$ cat config.mk
export PLATFORM = sky130hd
export DESIGN_NAME = fir_block_averager
export DESIGN_NICKNAME = d
export VERILOG_FILES = /design/src/rtl/fir_block_averager.sv
export SDC_FILE = /design/constraint.sdc
export NUM_CORES = 1
export LEC_CHECK = 0
export BUFFER_PORTS_ARGS = -buffer_cell sky130_fd_sc_hd__buf_4
export CORE_MARGIN = 10
export CORE_UTILIZATION = 50
export CTS_BUF_LIST = sky130_fd_sc_hd__clkbuf_8
export DETAILED_ROUTE_END_ITERATION = 6
export PLACE_DENSITY = 0.69
export SLEW_MARGIN = 20
export SYNTH_ARGS = -nofsm -noshare
export SYNTH_HDL_FRONTEND = slang
export SYNTH_SLANG_ARGS = --single-unit
$ cat constraint.sdc
create_clock -name clk -period 4.35 [get_ports clk]
set_clock_uncertainty 0.15 [all_clocks]
set_input_delay 0.435 -clock clk [delete_from_list [all_inputs] [get_ports clk]]
set_output_delay 0.435 -clock clk [all_outputs]
set_load 0.005 [all_outputs]
$ cat src/rtl/fir_block_averager.sv
// Block averager after the FIR stage: sums 2^LOG2M valid samples and pushes the rounded mean
// into a small first-word-fall-through FIFO drained through a valid/ready handshake.
module fir_block_averager #(
    parameter int N     = 7,
    parameter int LOG2M = 2,
    parameter int DEPTH = 4
) (
    input  logic                       clk,
    input  logic                       rst,
    input  logic                       in_valid,
    input  logic [N:0]                 x_in,
    input  logic                       m_ready,
    input  logic                       clr_ovf,
    output logic                       m_valid,
    output logic [N:0]                 m_data,
    output logic [$clog2(DEPTH+1)-1:0] fifo_level,
    output logic                       overflow
);

    localparam int AW = N + 1 + LOG2M;
    localparam int PW = $clog2(DEPTH);
    localparam int LW = $clog2(DEPTH + 1);
    localparam logic [LOG2M-1:0] CNT_LAST = LOG2M'((1 << LOG2M) - 1);
    localparam logic [LW-1:0]    LVL_FULL = LW'(DEPTH);

    logic [LOG2M-1:0] r_cnt;
    logic [AW-1:0]    r_acc;
    logic [N:0]       r_mem [DEPTH];
    logic [PW-1:0]    r_wr_ptr;
    logic [PW-1:0]    r_rd_ptr;
    logic [LW-1:0]    r_level;
    logic             r_overflow;

    logic [AW-1:0] w_base;
    logic [AW-1:0] w_sum;
    logic [N:0]    w_avg;
    logic          w_last;
    logic          w_pop;
    logic          w_full;
    logic          w_push;
    logic          w_drop;

    // The first sample of a group starts from zero, so one adder serves every phase.
    assign w_base = (r_cnt == '0) ? '0 : r_acc;
    assign w_sum  = w_base + AW'(x_in);
    // Round half up: floor(sum/M) plus one when the dropped fraction is at least one half.
    assign w_avg  = w_sum[AW-1:LOG2M] + (N+1)'(w_sum[LOG2M-1]);

    assign w_last = in_valid && (r_cnt == CNT_LAST);
    assign w_pop  = (r_level != '0) && m_ready;
    assign w_full = (r_level == LVL_FULL);
    assign w_push = w_last && (!w_full || w_pop);
    assign w_drop = w_last && w_full && !w_pop;

    always_ff @(posedge clk or negedge rst) begin
        if (!rst) begin
            r_cnt <= '0;
            r_acc <= '0;
        end else if (in_valid) begin
            // NOTE: sequential state uses non-blocking assignments so every register samples pre-edge values.
            r_cnt <= r_cnt + 1'b1;
            r_acc <= w_sum;
        end
    end

    // NOTE: the FIFO storage has no reset; occupancy lives in the pointers and level, and m_data is gated while empty.
    always_ff @(posedge clk) begin
        if (w_push) begin
            r_mem[r_wr_ptr] <= w_avg;
        end
    end

    always_ff @(posedge clk or negedge rst) begin
        if (!rst) begin
            r_wr_ptr   <= '0;
            r_rd_ptr   <= '0;
            r_level    <= '0;
            r_overflow <= 1'b0;
        end else begin
            if (w_push) begin
                r_wr_ptr <= r_wr_ptr + 1'b1;
            end
            if (w_pop) begin
                r_rd_ptr <= r_rd_ptr + 1'b1;
            end
            if (w_push && !w_pop) begin
                r_level <= r_level + 1'b1;
            end else if (w_pop && !w_push) begin
                r_level <= r_level - 1'b1;
            end
            // A drop in the same cycle as a clear leaves the flag set.
            if (w_drop) begin
                r_overflow <= 1'b1;
            end else if (clr_ovf) begin
                r_overflow <= 1'b0;
            end
        end
    end

    assign m_valid    = (r_level != '0);
    assign m_data     = m_valid ? r_mem[r_rd_ptr] : '0;
    assign fifo_level = r_level;
    assign overflow   = r_overflow;

endmodule

After elaboration in Yosys (flattened, before gate mapping)
Memories as Yosys holds them, arrays and structs flattened.
Index checks and enable logic that the tools add are counted.
W data, S select, Z words.

storage, ports and cells
  register bits after elaboration = 20
  memory bits (writable) = 32
  input port bits = 13
  output and inout port bits = 13
  word-level logic and storage cells = 39
  memories kept = 1

cells by class
  add/sub/neg operators = 7
  equal/unequal tests = 2
  muxes and demuxes = 8
  reduce and logical (&&, ||, !) cells = 15

memory list
  memory  words  width  rd ports  clocked after Yosys merged registers in  wr ports  RTL line  RTL
  r_mem   4      8      1         0                                        1         28        logic [N:0] r_mem [DEPTH];

operator list
  kind                   number
  $add A10 B8 Y10        1
  $mux W10               1
  $add A8 B1 Y8          1
  $mux W8                1
  $logic_and A1 B1 Y1    7
  $add A2 B1 Y2 const B  3
  $mux W3                2
  $mux W1                4
  $reduce_bool A2 Y1     2
  $add A3 B1 Y3 const B  1
  $eq A3 B3 Y1 const B   1
  $logic_not A1 Y1       3
  $reduce_bool A3 Y1     1
  $sub A3 B1 Y3 const B  1
  $eq A2 B2 Y1 const B   1
  $logic_not A2 Y1       1
  $logic_or A1 B1 Y1     1

Depth between registers and ports, before layout
  depth after elaboration = 8
  depth in mapped cells = 13
  gate-level depth less buffers = 12

Worst setup path after synthesis
Ideal clock, no wire load.

  path kind = register to register
  from = reg r_cnt[0]
  to = mem r_mem[0][7] (netlist bit), data pin
  setup time = 0.276 ns
  arrival time = 2.617 ns
  data required time = 3.924 ns
  slack = 1.308 ns
  cell stages (with the launch flop) = 13
  path buffers = 1
  clock period less this slack = 3.042 ns
  cell sequence = dfrtp_1 > inv_1 > ha_1 > clkbuf_1 > nand2b_1 > inv_1 > ha_1 > a21o_1 > a2111oi_4 > a2bb2oi_4 > nand3b_4 > nor4_4 > xnor2_1

on the way
  cells in the longest elaborated chain, start to end = 4

ends and longest elaborated chain
  element                   RTL line  RTL
  start: declaration        26        logic [LOG2M-1:0] r_cnt;
  start signal: assignment  61        r_cnt <= r_cnt + 1'b1;
  $logic_not A2 Y1          44        assign w_base = (r_cnt == '0) ? '0 : r_acc;
  $mux W10                  44
  $add A10 B8 Y10           45        assign w_sum = w_base + AW'(x_in);
  $add A8 B1 Y8             47        assign w_avg = w_sum[AW-1:LOG2M] + (N+1)'(w_sum[LOG2M-1]);
  via w_avg[7]              36        logic [N:0] w_avg;
  end: declaration          28

The timed path passes the listed nets, and every way through them passes these cells.

Worst setup path in the final report
  from = reg r_cnt[0]
  to = mem r_mem[1][7] (netlist bit), data pin

Same word-level chain as after synthesis.

==> impl_metrics.yaml <==
drt:
  routedWlPerCell_um: 16.0
  drtIter0Drc: 58
  viasPerCell: 5.29
  firstDrtPassIters: 4
  route.detailed.drc: 0
  via_count: 1618
  ant_nets: 0
  wirelength_um: 4890
clocking:
  cts_tree: "built"
  cts_max_level: 2
  insertion_delay_ps: 300
  ctsHoldBuffers: 1
  cts-root-buf: "clkbuf_8"
  cts_setup_buffers: 0
  clk_pin_slew_ps: 100
  cts_made_buffers: 5
  cts_resized: 0
  cts.sinks: 52
  clockBufferDepth: 2
logic_synthesis:
  synthesis.area_mm2: 0.00278
  synth_top_area_share_pct: 34.6
  synth_cell_types: 39
  synth.avg_cell_area_um2: 13.4
  synth_warnings: 0
  synth_area_leader_cell: "edfxtp_1"
  syn_inst: 207
  yosysSeqAreaShare_pct: 52.6
  synth_fp_nets: 239
  synth_area_leaders: "edfxtp_1 (35%), dfrtp_1 (18%), ha_1 (7.7%), mux4_2 (6.5%), xnor2_1 (3.8%)"
  ys_ff_latch: 52
timing:
  max_freq_mhz: 305
  tightest_slew_ps: 590
  finalHoldViolCount: 0
  drv_slew: 0
  finalSetupTns_ps: 0
  fin_crit_sh_pct: 75.5
  rsz0062_at_grt: "no"
  setup_viol: 0
  fin_ws_ps: 1070
  min_period_ps: 3280
  max_slew_margin_pct: 60.6
hold_path:
  hold_class: "in -> reg"
die:
  die-area_mm2: 0.00894
  num_rows: 27
  core_mm2: 0.00544
  die_h_um: 94.6
  io_pins: 26
  initial_utilization_pct: 51.1
  die-width_um: 94.6
pwr:
  powerDensity_mw_per_mm2: 860
  total_power_mw: 2.71
  p_leak_nw: 1.28
  max-vdd-ir-drop_mv: 0.472
layout:
  antenna_cells: 0
  area_delta_synth_final_pct: 13.5
  drive_gt1_share_pct: 23.9
  utilization_pct: 58.0
  final_common_cell: "edfxtp_1"
  fin_nets: 265
  final_cell_mix: "edfxtp_1 (32), buf_4 (25), dfrtp_1 (20), ha_1 (17), inv_1 (15)"
global_routing:
  grt_max_degree: 21
  grt_first_pass_wirelength_um: 8560
  grt.overflow.total: 0
  antenna_found_initial: 0
  track_usage_pct: 12.1
  grt_pass1_vias: 1694
worst_setup_path:
  crit_path_end_kind: "register"
  worst-path-max-fanout: 11
  critPathArrivalTime_ps: 3220
  setup.worst_path.start_class: "register"
  criticalPathCategory: "reg -> reg"
  cpMaxStageDelayCell: "dfrtp_1"
  worstPathRequired_ps: 4290
  slowest_delay_ps: 420
  cp_cell_sequence: "inv_1, ha_1, nand2b_1, inv_1, ha_1, a21o_1, a2111oi_4, a2bb2oi_4, nand3b_4, nor4_4, xnor2_1"
  path_buf_inv: 2
  path_delay_family: "compound AO/OA/AOI/OAI gates"
place:
  io_buffers: 25
  place_ws_ps: 1100
  gp_congestion: 0.787
  dp_hpwl_um: 3560
run:
  maxCapViolCount: 0
outcome:
  status: "complete, no violations"
==> metrics by stage <==
step	cells	hold WS (ps)	cell area, um^2
global placement	297	187	3030
detailed placement	297	189	3030
global route	306	172	3150
CTS	306	152	3150
finish	306	159	3150
floorplan	207	-10.6	2780
==> registers in the layout (all words and copies together) (netlist names) <==
name and count:
overflow 1, fifo_level 3, r_rd_ptr 2, r_acc 10
r_mem 32, r_wr_ptr 2, r_cnt 2
==> worst paths after layout <==
check | start | end | slack [ps] | cells after the start
setup / recovery | r_cnt[0] | r_mem[1][7] | 1070 | 11
hold / removal | clr_ovf | overflow | 160 | 2
setup reg to reg | r_cnt[0] | r_mem[1][7] | 1070 | 11
hold reg to reg | r_cnt[0] | r_cnt[0] | 360 | 1
max in group asynchronous | rst | r_acc[4] | 3440 | 2
min in group asynchronous | rst | r_rd_ptr[0] | 380 | 2
==> per-layer routing <==
layer	track usage (%)	wire length, um	up-vias
li1	-	-	792
met5	0	0	-
met2	20.3	2380	27
met1	14.9	2200	791
met3	3.33	232	8
met4	4.11	75	0
==> layout make-up <==
class / instances / area (um^2)
tap: 72 / 90.1
inverter: 15 / 56.3
multi-input combinational: 133 / 1230
clock inverter: 3 / 46.3
sequential: 52 / 1460
fill: 446 / 2280
timing repair buffer: 26 / 198
clock buffer: 5 / 68.8
==> where the power goes <==
group	internal, mW	switching [mW]	leakage, nW	total (mW)
clock	0.174	0.166	0.0548	0.340
combinational	0.683	0.756	0.695	1.44
sequential	0.829	0.106	0.526	0.935
==> kinds of logic (layout without fill, tap and decap cells) <==
kind of cell	Yosys count	after routing	share of synthesized area (%)
buf+inv	22	49	3.02
fa+ha+maj	19	19	9.09
compound gates	24	24	6.75
flops	52	52	52.6
xor+xnor	17	17	5.63
mux	19	19	10.8
simple gates	54	54	12.2
==> cells in the mapped netlist, drive strengths merged <==
cell	n
edfxtp	32
dfrtp	20
ha	17
inv	15
and2	13
xnor2	13
nor2	9
mux4	8
nor2b	8
mux2	7
a21oi	6
nand3	6
o21ai	6
clkbuf	5
nand2	5
a21o	4
mux2i	4
xor2	4
nand4	3
a31oi	2
buf	2
fa	2
nor3	2
o21a	2
or3	2
a2111oi	1
a22oi	1
a2bb2oi	1
and3	1
nand2b	1
nand3b	1
nor4	1
nor4b	1
o2111ai	1
or2	1
(Power assumes the default switching activity.)
